[src/rtl/rand_delay_ctrl.sv]
// rand_delay_ctrl: reaction-timer control stage.
// A start pulse arms a pseudo-random wait. When the wait expires the stimulus LED
// lights and the downstream millisecond counter is enabled. The stage then measures
// the response in milliseconds until a stop pulse arrives or the response window
// closes, and holds the result for display.
//
// Optional feature: define CHEAT_DETECT_EN to end the trial when stop arrives during
// the random wait. In that case react_ms is 9999 and cheat is set. Without the macro,
// a stop during the wait is ignored and cheat is constant 0.
module rand_delay_ctrl #(
    parameter int          CLK_HZ       = 100_000_000,
    parameter int          TICK_DIV     = CLK_HZ / 1000,
    parameter int          MIN_DELAY_MS = 2000,
    parameter int          MAX_DELAY_MS = 15000,
    parameter int          TIMEOUT_MS   = 1000,
    parameter logic [15:0] LFSR_SEED    = 16'hACE1
) (
    input  logic        clk,
    input  logic        rst_n,
    input  logic        clear,
    input  logic        start,
    input  logic        stop,
    output logic        led_stim,
    output logic        count_en,
    output logic [13:0] react_ms,
    output logic        done,
    output logic        cheat,
    output logic        timeout
);

    localparam int PW = (TICK_DIV > 1) ? $clog2(TICK_DIV) : 1;
    localparam logic [PW-1:0] TICK_LAST  = PW'(TICK_DIV - 1);
    localparam logic [14:0]   MIN_DELAY  = 15'(MIN_DELAY_MS);
    localparam logic [14:0]   MAX_DELAY  = 15'(MAX_DELAY_MS);
    localparam logic [13:0]   TIMEOUT_V  = 14'(TIMEOUT_MS);
    localparam logic [13:0]   CHEAT_CODE = 14'd9999;

`ifdef CHEAT_DETECT_EN
    localparam logic CHEAT_EN = 1'b1;
`else
    localparam logic CHEAT_EN = 1'b0;
`endif

    typedef enum logic [1:0] {
        ST_IDLE = 2'd0,
        ST_WAIT = 2'd1,
        ST_RUN  = 2'd2,
        ST_DONE = 2'd3
    } state_t;

    // One step of the 16-bit Fibonacci LFSR, taps 16/14/13/11.
    function automatic logic [15:0] lfsr_step(input logic [15:0] v);
        logic fb;
        fb = v[0] ^ v[2] ^ v[3] ^ v[5];
        return {fb, v[15:1]};
    endfunction

    state_t        state_r;
    logic [15:0]   lfsr_r;
    logic [PW-1:0] presc_r;
    logic [13:0]   delay_r;
    logic [13:0]   react_r;
    logic          led_r;
    logic          en_r;
    logic          done_r;
    logic          cheat_r;
    logic          timeout_r;

    logic          tick_s;
    logic [14:0]   delay_sum_s;
    logic [13:0]   load_delay_s;
    logic [13:0]   react_inc_s;

    // Millisecond tick, next reaction count and the saturated random delay to load.
    always_comb begin
        tick_s       = 1'b0;
        delay_sum_s  = MIN_DELAY + {2'b00, lfsr_r[12:0]};
        load_delay_s = 14'd0;
        react_inc_s  = react_r + 14'd1;
        if (presc_r == TICK_LAST) begin
            tick_s = 1'b1;
        end else begin
            tick_s = 1'b0;
        end
        if (delay_sum_s > MAX_DELAY) begin
            load_delay_s = MAX_DELAY[13:0];
        end else begin
            load_delay_s = delay_sum_s[13:0];
        end
    end

    // Trial state machine with the LFSR, prescaler, counters and registered outputs.
    always_ff @(posedge clk or negedge rst_n) begin
        if (!rst_n) begin
            state_r   <= ST_IDLE;
            lfsr_r    <= LFSR_SEED;
            presc_r   <= {PW{1'b0}};
            delay_r   <= 14'd0;
            react_r   <= 14'd0;
            led_r     <= 1'b0;
            en_r      <= 1'b0;
            done_r    <= 1'b0;
            cheat_r   <= 1'b0;
            timeout_r <= 1'b0;
        end else begin
            // The LFSR free-runs so the delay depends on when start is pressed.
            lfsr_r <= lfsr_step(lfsr_r);
            if (clear) begin
                state_r   <= ST_IDLE;
                presc_r   <= {PW{1'b0}};
                delay_r   <= 14'd0;
                react_r   <= 14'd0;
                led_r     <= 1'b0;
                en_r      <= 1'b0;
                done_r    <= 1'b0;
                cheat_r   <= 1'b0;
                timeout_r <= 1'b0;
            end else begin
                case (state_r)
                    ST_IDLE, ST_DONE: begin
                        // A new trial starts the same way from IDLE or from a held result.
                        if (start) begin
                            state_r   <= ST_WAIT;
                            presc_r   <= {PW{1'b0}};
                            delay_r   <= load_delay_s;
                            react_r   <= 14'd0;
                            done_r    <= 1'b0;
                            cheat_r   <= 1'b0;
                            timeout_r <= 1'b0;
                        end else begin
                            presc_r <= {PW{1'b0}};
                        end
                    end
                    ST_WAIT: begin
                        if (stop && CHEAT_EN) begin
                            state_r <= ST_DONE;
                            presc_r <= {PW{1'b0}};
                            delay_r <= 14'd0;
                            react_r <= CHEAT_CODE;
                            done_r  <= 1'b1;
                            cheat_r <= 1'b1;
                        end else if (tick_s) begin
                            presc_r <= {PW{1'b0}};
                            // A zero delay is treated like one so the counter never wraps.
                            if (delay_r <= 14'd1) begin
                                state_r <= ST_RUN;
                                delay_r <= 14'd0;
                                react_r <= 14'd0;
                                led_r   <= 1'b1;
                                en_r    <= 1'b1;
                            end else begin
                                delay_r <= delay_r - 14'd1;
                            end
                        end else begin
                            presc_r <= presc_r + {{(PW-1){1'b0}}, 1'b1};
                        end
                    end
                    ST_RUN: begin
                        // Stop wins over a coincident tick, so that tick is not counted.
                        if (stop) begin
                            state_r <= ST_DONE;
                            presc_r <= {PW{1'b0}};
                            led_r   <= 1'b0;
                            en_r    <= 1'b0;
                            done_r  <= 1'b1;
                        end else if (tick_s) begin
                            presc_r <= {PW{1'b0}};
                            if (react_inc_s >= TIMEOUT_V) begin
                                state_r   <= ST_DONE;
                                react_r   <= TIMEOUT_V;
                                led_r     <= 1'b0;
                                en_r      <= 1'b0;
                                done_r    <= 1'b1;
                                timeout_r <= 1'b1;
                            end else begin
                                react_r <= react_inc_s;
                            end
                        end else begin
                            presc_r <= presc_r + {{(PW-1){1'b0}}, 1'b1};
                        end
                    end
                    default: begin
                        state_r <= ST_IDLE;
                        presc_r <= {PW{1'b0}};
                        led_r   <= 1'b0;
                        en_r    <= 1'b0;
                        done_r  <= 1'b0;
                    end
                endcase
            end
        end
    end

    assign led_stim = led_r;
    assign count_en = en_r;
    assign react_ms = react_r;
    assign done     = done_r;
    assign cheat    = cheat_r;
    assign timeout  = timeout_r;

endmodule

[config.mk]
export PLATFORM = sky130hd
export DESIGN_NAME = rand_delay_ctrl
export DESIGN_NICKNAME = d
export VERILOG_FILES = /design/src/rtl/rand_delay_ctrl.sv
export SDC_FILE = /design/constraint.sdc
export NUM_CORES = 1
export LEC_CHECK = 0
export ABC_AREA = 1
export CORE_UTILIZATION = 40
export DETAILED_ROUTE_END_ITERATION = 8
export GPL_TIMING_DRIVEN = 0
export PLACE_DENSITY_LB_ADDON = 0.1
export SLEW_MARGIN = 20
export SYNTH_ARGS = -nofsm -noshare
export SYNTH_HDL_FRONTEND = slang
export SYNTH_SLANG_ARGS = --single-unit
[constraint.sdc]
create_clock -name clk -period 1.7 [get_ports clk]
set_input_delay 0.51 -clock clk [delete_from_list [all_inputs] [get_ports clk]]
set_output_delay 0.51 -clock clk [all_outputs]
set_load 0.01 [all_outputs]
# Yosys cells after proc, flatten, opt, wreduce, memory -nomap -nowiden
# Cells that the tools add are included.
# word_totals
regBits	67
latchBits	0
mem_bits_rw	0
rom_bits	0
mem_count	0
# classes
add_sub_neg	4
n_mul	0
div_mod_pow	0
n_lt_le_gt_ge	3
eq_ne	12
n_shift	0
muxes	45
n_bitwise	3
reduce_logical	14
# ops
op	n
$mux W14	12
$mux W17	3
$pmux W17 S3	1
$pmux W14 S3	1
$pmux W14 S2	1
$reduce_and A5 Y1	4
$ne A3 B3 Y1 const B	6
$add A17 B1 Y17 const B	1
$eq A17 B17 Y1 const B	1
$mux W1	16
$add A11 B13 Y14 const A	1
$add A14 B1 Y14 const B	1
$ge A14 B10 Y1 const B	1
$gt A14 B14 Y1 const B	1
$le A14 B1 Y1 const B	1
$mux W2	7
$sub A14 B1 Y14 const B	1
$reduce_bool A3 Y1	3
$ne A4 B4 Y1 const B	2
$pmux W1 S2	3
$pmux W2 S3	1
$eq A2 B2 Y1 const B	2
$reduce_and A4 Y1	1
$reduce_bool A2 Y1	2
other kinds (6)	8

# Depth between registers and ports, before layout
# logic_depth
word_depth	7
depth_mapped	15

# Least setup slack after synthesis
# Ideal clock, no wire load.
# synth_path
kind	register -> register
startpoint	reg state_r[0]
endpoint	reg delay_r[12]
t_arrival_ns	1.760
required_ns	1.579
slack_ns	-0.181
path_stages_with_launch	12
cell_sequence	dfrtp_1 inv_1 ha_1 nor2_1 inv_1 nor2_1 nor2_8 nand2_2 clkinv_2 buf_6 nand3_1 o21ai_1
# synth_between
elab_chain_cells	4
elab_cells_between_ends	10
# synth_lines
item	line	rtl
start: declaration	58	state_t state_r;
start signal: assignment	95	state_r <= ST_IDLE;
start signal: assignment	109	state_r <= ST_IDLE;
start signal: assignment	123	state_r <= ST_WAIT;
$eq A2 B2 Y1 or $logic_not A2 Y1 (tied branches)	119	case (state_r)
$reduce_or A2 Y1	119	
$ne A3 B3 Y1 (no line), or another cell as far along	n/a	
$reduce_and A3 Y1 (no line) or $mux W14 (tied branches)	n/a	
end signal: assignment	125	delay_r <= load_delay_s;
end signal: assignment	152	delay_r <= delay_r - 14'd1;
end: declaration	61	logic [13:0] delay_r;
# Parallel ways exist; a longest one is shown, timed or not.
# A chain may end at the register's enable or synchronous reset.

# Worst setup path after layout
# layout_path
startpoint	reg react_r[1] (netlist: react_ms[1])
endpoint	reg state_r[0]
# layout_between
elab_chain_cells	4
# layout_lines
item	line	rtl
start: declaration	62	logic [13:0] react_r;
start signal: assignment	176	react_r <= react_inc_s;
$add A14 B1 Y14	79	react_inc_s = react_r + 14'd1;
$ge A14 B10 Y1	168	if (react_inc_s >= TIMEOUT_V) begin
$ne A4 B4 Y1 (no line)	n/a	
$reduce_and A5 Y1 (no line)	n/a	
end signal: assignment	95	
end signal: assignment	169	state_r <= ST_DONE;
end signal: assignment	183	state_r <= ST_IDLE;
# Every way passes these cells.

==> impl_metrics.json <==
{
  "status": "finished, violations left",
  "violations": "setup timing",
  "rsz0062_at_grt": "yes",
  "dpl_cell_area_sq_um": 4108,
  "critPathLaunch": "react_ms[1]",
  "h-tree-depth": 3,
  "clkPwrFrac": 0.197,
  "synth_area_leaders": "dfrtp_1 39%, nand2_1 14%, nor2_1 6.7%, inv_1 5.9%, dfstp_2 5.7%",
  "cpMaxStageDelayCell": "dfrtp_2",
  "setup_viol": 21,
  "synth_nets": 511,
  "core_area_sq_um": 8848,
  "peakVddDrop_mv": 1.302,
  "cp-start-kind": "flop",
  "die_area_sq_um": 9674,
  "reg2reg_to": "state_r[0]",
  "slowest_delay_ns": 0.45,
  "critical_path.most_common_cell": "nand2_1",
  "path_clk_slew_ns": 0.08,
  "reg2reg_depth": 15,
  "grt_usage": 0.2088,
  "syn_area_per_cell_sq_um": 7.457,
  "hpwl_um": 6067,
  "io_buffers": 22,
  "ys.flop_type": "dfrtp_1",
  "worstSetupEndpointType": "flop",
  "routed_wl_um": 9690,
  "overflow": 0,
  "timing.critical_path.required_ns": 1.94,
  "die_x_um": 98.36,
  "cts_tree": "done",
  "fmax_mhz": 555.6,
  "fillers": 760,
  "switching_share": 0.4186,
  "synth_top_area_frac": 0.3908,
  "num_antenna_cells": 0,
  "hold_viol": 0,
  "crit_chain": "ha_4 > nand2_1 > inv_1 > nand2_2 > nor2_1 > nor2_1 > nand2_1 > nor2_1 > nand2_1 > nand2_4 > nand2_4 > nand2_4 > nand2_2 > nand2_1 > nand2_1",
  "timing.reg2reg.setup_slack_ns": -0.1,
  "fin_nets": 611,
  "numPlacedInstances": 629,
  "final_layout_size_suffix_gt1_frac": 0.3682,
  "vias": 3560,
  "yosysMostFrequentCell": "nand2_1",
  "synth_common_cells": "134 x nand2_1, 66 x nor2_1, 58 x dfrtp_1, 58 x inv_1, 42 x nand3_1",
  "final_max_slew_viol_count": 0,
  "p_leak_uw": 0.002587,
  "finalNonFillerCells": 711,
  "dr.pass1.iters": 6,
  "cp_max_fo": 7,
  "antenna_left": 0,
  "comb_power_share": 0.511,
  "grt_pass1_vias": 3481,
  "multi_input_area_sq_um": 2323,
  "io_pins": 24,
  "critPathKind": "reg -> reg",
  "clock-sinks": 66,
  "syn_area_sq_um": 3714,
  "maxCapViolCount": 0,
  "cts_buffer_depth": 2,
  "avgRoutedWirePerCell_um": 13.63,
  "dp_slack_ns": -0.8311,
  "cp.arrival_ns": 2.04,
  "drcViolationCount": 0,
  "start_util": 0.4197,
  "fin_area_sq_um": 5386,
  "tns_ns": -0.9468,
  "regArea_sq_um": 1669,
  "ys_types": 34,
  "grt_antenna_before_repair": 0,
  "clock_skew_ns": 0.01058,
  "fin_ws_ns": -0.09980,
  "yosysTopAreaCell": "dfrtp_1",
  "grt_max_degree": 39,
  "synth_edf_count": 0,
  "power_density_nw_per_um2": 1265,
  "drt_iter0_drc": 162,
  "cts-root-buf": "clkbuf_8",
  "area_growth_pct": 45.05,
  "period_needed_ns": 1.800,
  "ys_warn_count": 0,
  "min_period_over_period": 1.059,
  "syn_inst": 498,
  "pwr-share-seq": 0.292,
  "drt-vias-per-instance": 5.007,
  "synth_seq_cells": 66,
  "core.rowCount": 34,
  "clkLatencyLatePin_ns": 0.35,
  "hp-class": "in -> async",
  "seq_area_frac_synth": 0.4474,
  "place.gp.congestion": 0.8240,
  "cts_buffers": 9,
  "intPower_uw": 3962,
  "p_switching_uw": 2853,
  "r2r-start": "react_ms[1]",
  "grt_pass1_wl_um": 16010,
  "die_h_um": 98.36,
  "async_reset_ff_frac": 1.000
}
## power groups by stage
stage | clock network [uW] | registers [uW] | logic, uW
2_1_floorplan | 0 | 1940 | 1600
3_3_place_gp | 0 | 1970 | 2100
3_5_place_dp | 0 | 1980 | 2110
4_1_cts | 1380 | 1970 | 2860
5_1_grt | 1450 | 2020 | 3810
6_report | 1340 | 1990 | 3480
## flip-flops by register name, indices dropped and copies added, names as in the netlist
signal	flops
timeout	1
done	1
react_ms	14
lfsr_r	16
state_r	2
count_en	1
delay_r	14
presc_r	17
## layout by cell type (no fill, tap or decap), types with 3 or more instances in the layout
master,n
a21oi_1,14
buf_4,61
buf_6,7
clkbuf_2,3
clkbuf_8,9
clkinvlp_4,4
dfrtp_1,52
dfrtp_2,6
dfstp_2,8
dlygate4sd2_1,14
ha_4,5
inv_1,47
inv_2,12
inv_6,3
nand2_1,111
nand2_2,17
nand2_4,11
nand3_1,29
nand3_2,11
nand3_4,3
nand4_1,6
nor2_1,43
nor2_2,11
nor2_4,17
nor3_1,7
o21ai_0,13
o21ai_1,18
o21ai_2,6
o22ai_1,3
xnor2_1,4
xor2_1,10
## cell families (layout without fill, tap and decap cells)
family / count (synthesis) / after routing / share of synthesized area
xor gates and xnor gates: 14 / 14 / 0.03302
other: 1 / 1 / 0.001010
DFF: 66 / 66 / 0.4474
AOI/OAI and AO/OA: 62 / 62 / 0.08693
buffers and inverters: 69 / 173 / 0.07412
adders and majority gates: 8 / 8 / 0.02696
and+or+nand+nor: 278 / 279 / 0.3305
## how the worst max path moves through the flow
stage | depth (start not counted) | endpoint
2_1_floorplan | 14 | count_en
6_report | 15 | state_r[0]
4_1_cts | 12 | react_ms[9]
3_3_place_gp | 1 | react_ms[0]
3_5_place_dp | 7 | presc_r[10]
5_1_grt | 15 | state_r[0]
## worst max-delay path: cells and delay by family, from the launching register on
kind | cells | cell delay [ns]
DFF | 1 | 0.45
buffers and inverters | 1 | 0.05
adders and majority gates | 1 | 0.19
and+or+nand+nor | 13 | 1.02
## layout make-up
type | count | area share
plain buffers | 6 | 0.009292
clock buffers | 9 | 0.02300
clock inverters | 7 | 0.01440
inverters | 63 | 0.04715
multi-input cells | 364 | 0.4314
flip-flops and latches | 66 | 0.3099
well taps | 108 | 0.02509
repair buffers | 88 | 0.1398
## routing by layer
layer  share of wire  GRT usage  vias to the layer above
met5               0          0                        -
met4           0.018    0.08037                        0
met3           0.031    0.02649                       16
met2            0.50     0.3570                       64
met1            0.45     0.2699                     1681
li1                -          -                     1799
## what timing repair did
action,4_1_cts,5_1_grt
pin swaps,26,33
setup endpoints to repair,67,47
gates cloned,2,1
setup buffers,45,18
gates resized for setup,102,90
hold buffers,0,0
## per-stage QoR
| stage | hold slack, ns | total power (uW) | utilization |
|---|---|---|---|
| after detailed placement | 0.3379 | 4092 | 0.4642 |
| after floorplan | 0.2144 | 3537 | - |
| after CTS | 0.09694 | 6212 | 0.5588 |
| final | 0.07908 | 6815 | 0.6087 |
| after global placement | 0.3350 | 4065 | 0.4622 |
| after global routing | 0.1088 | 7277 | 0.6087 |
(Power assumes the default switching activity.)
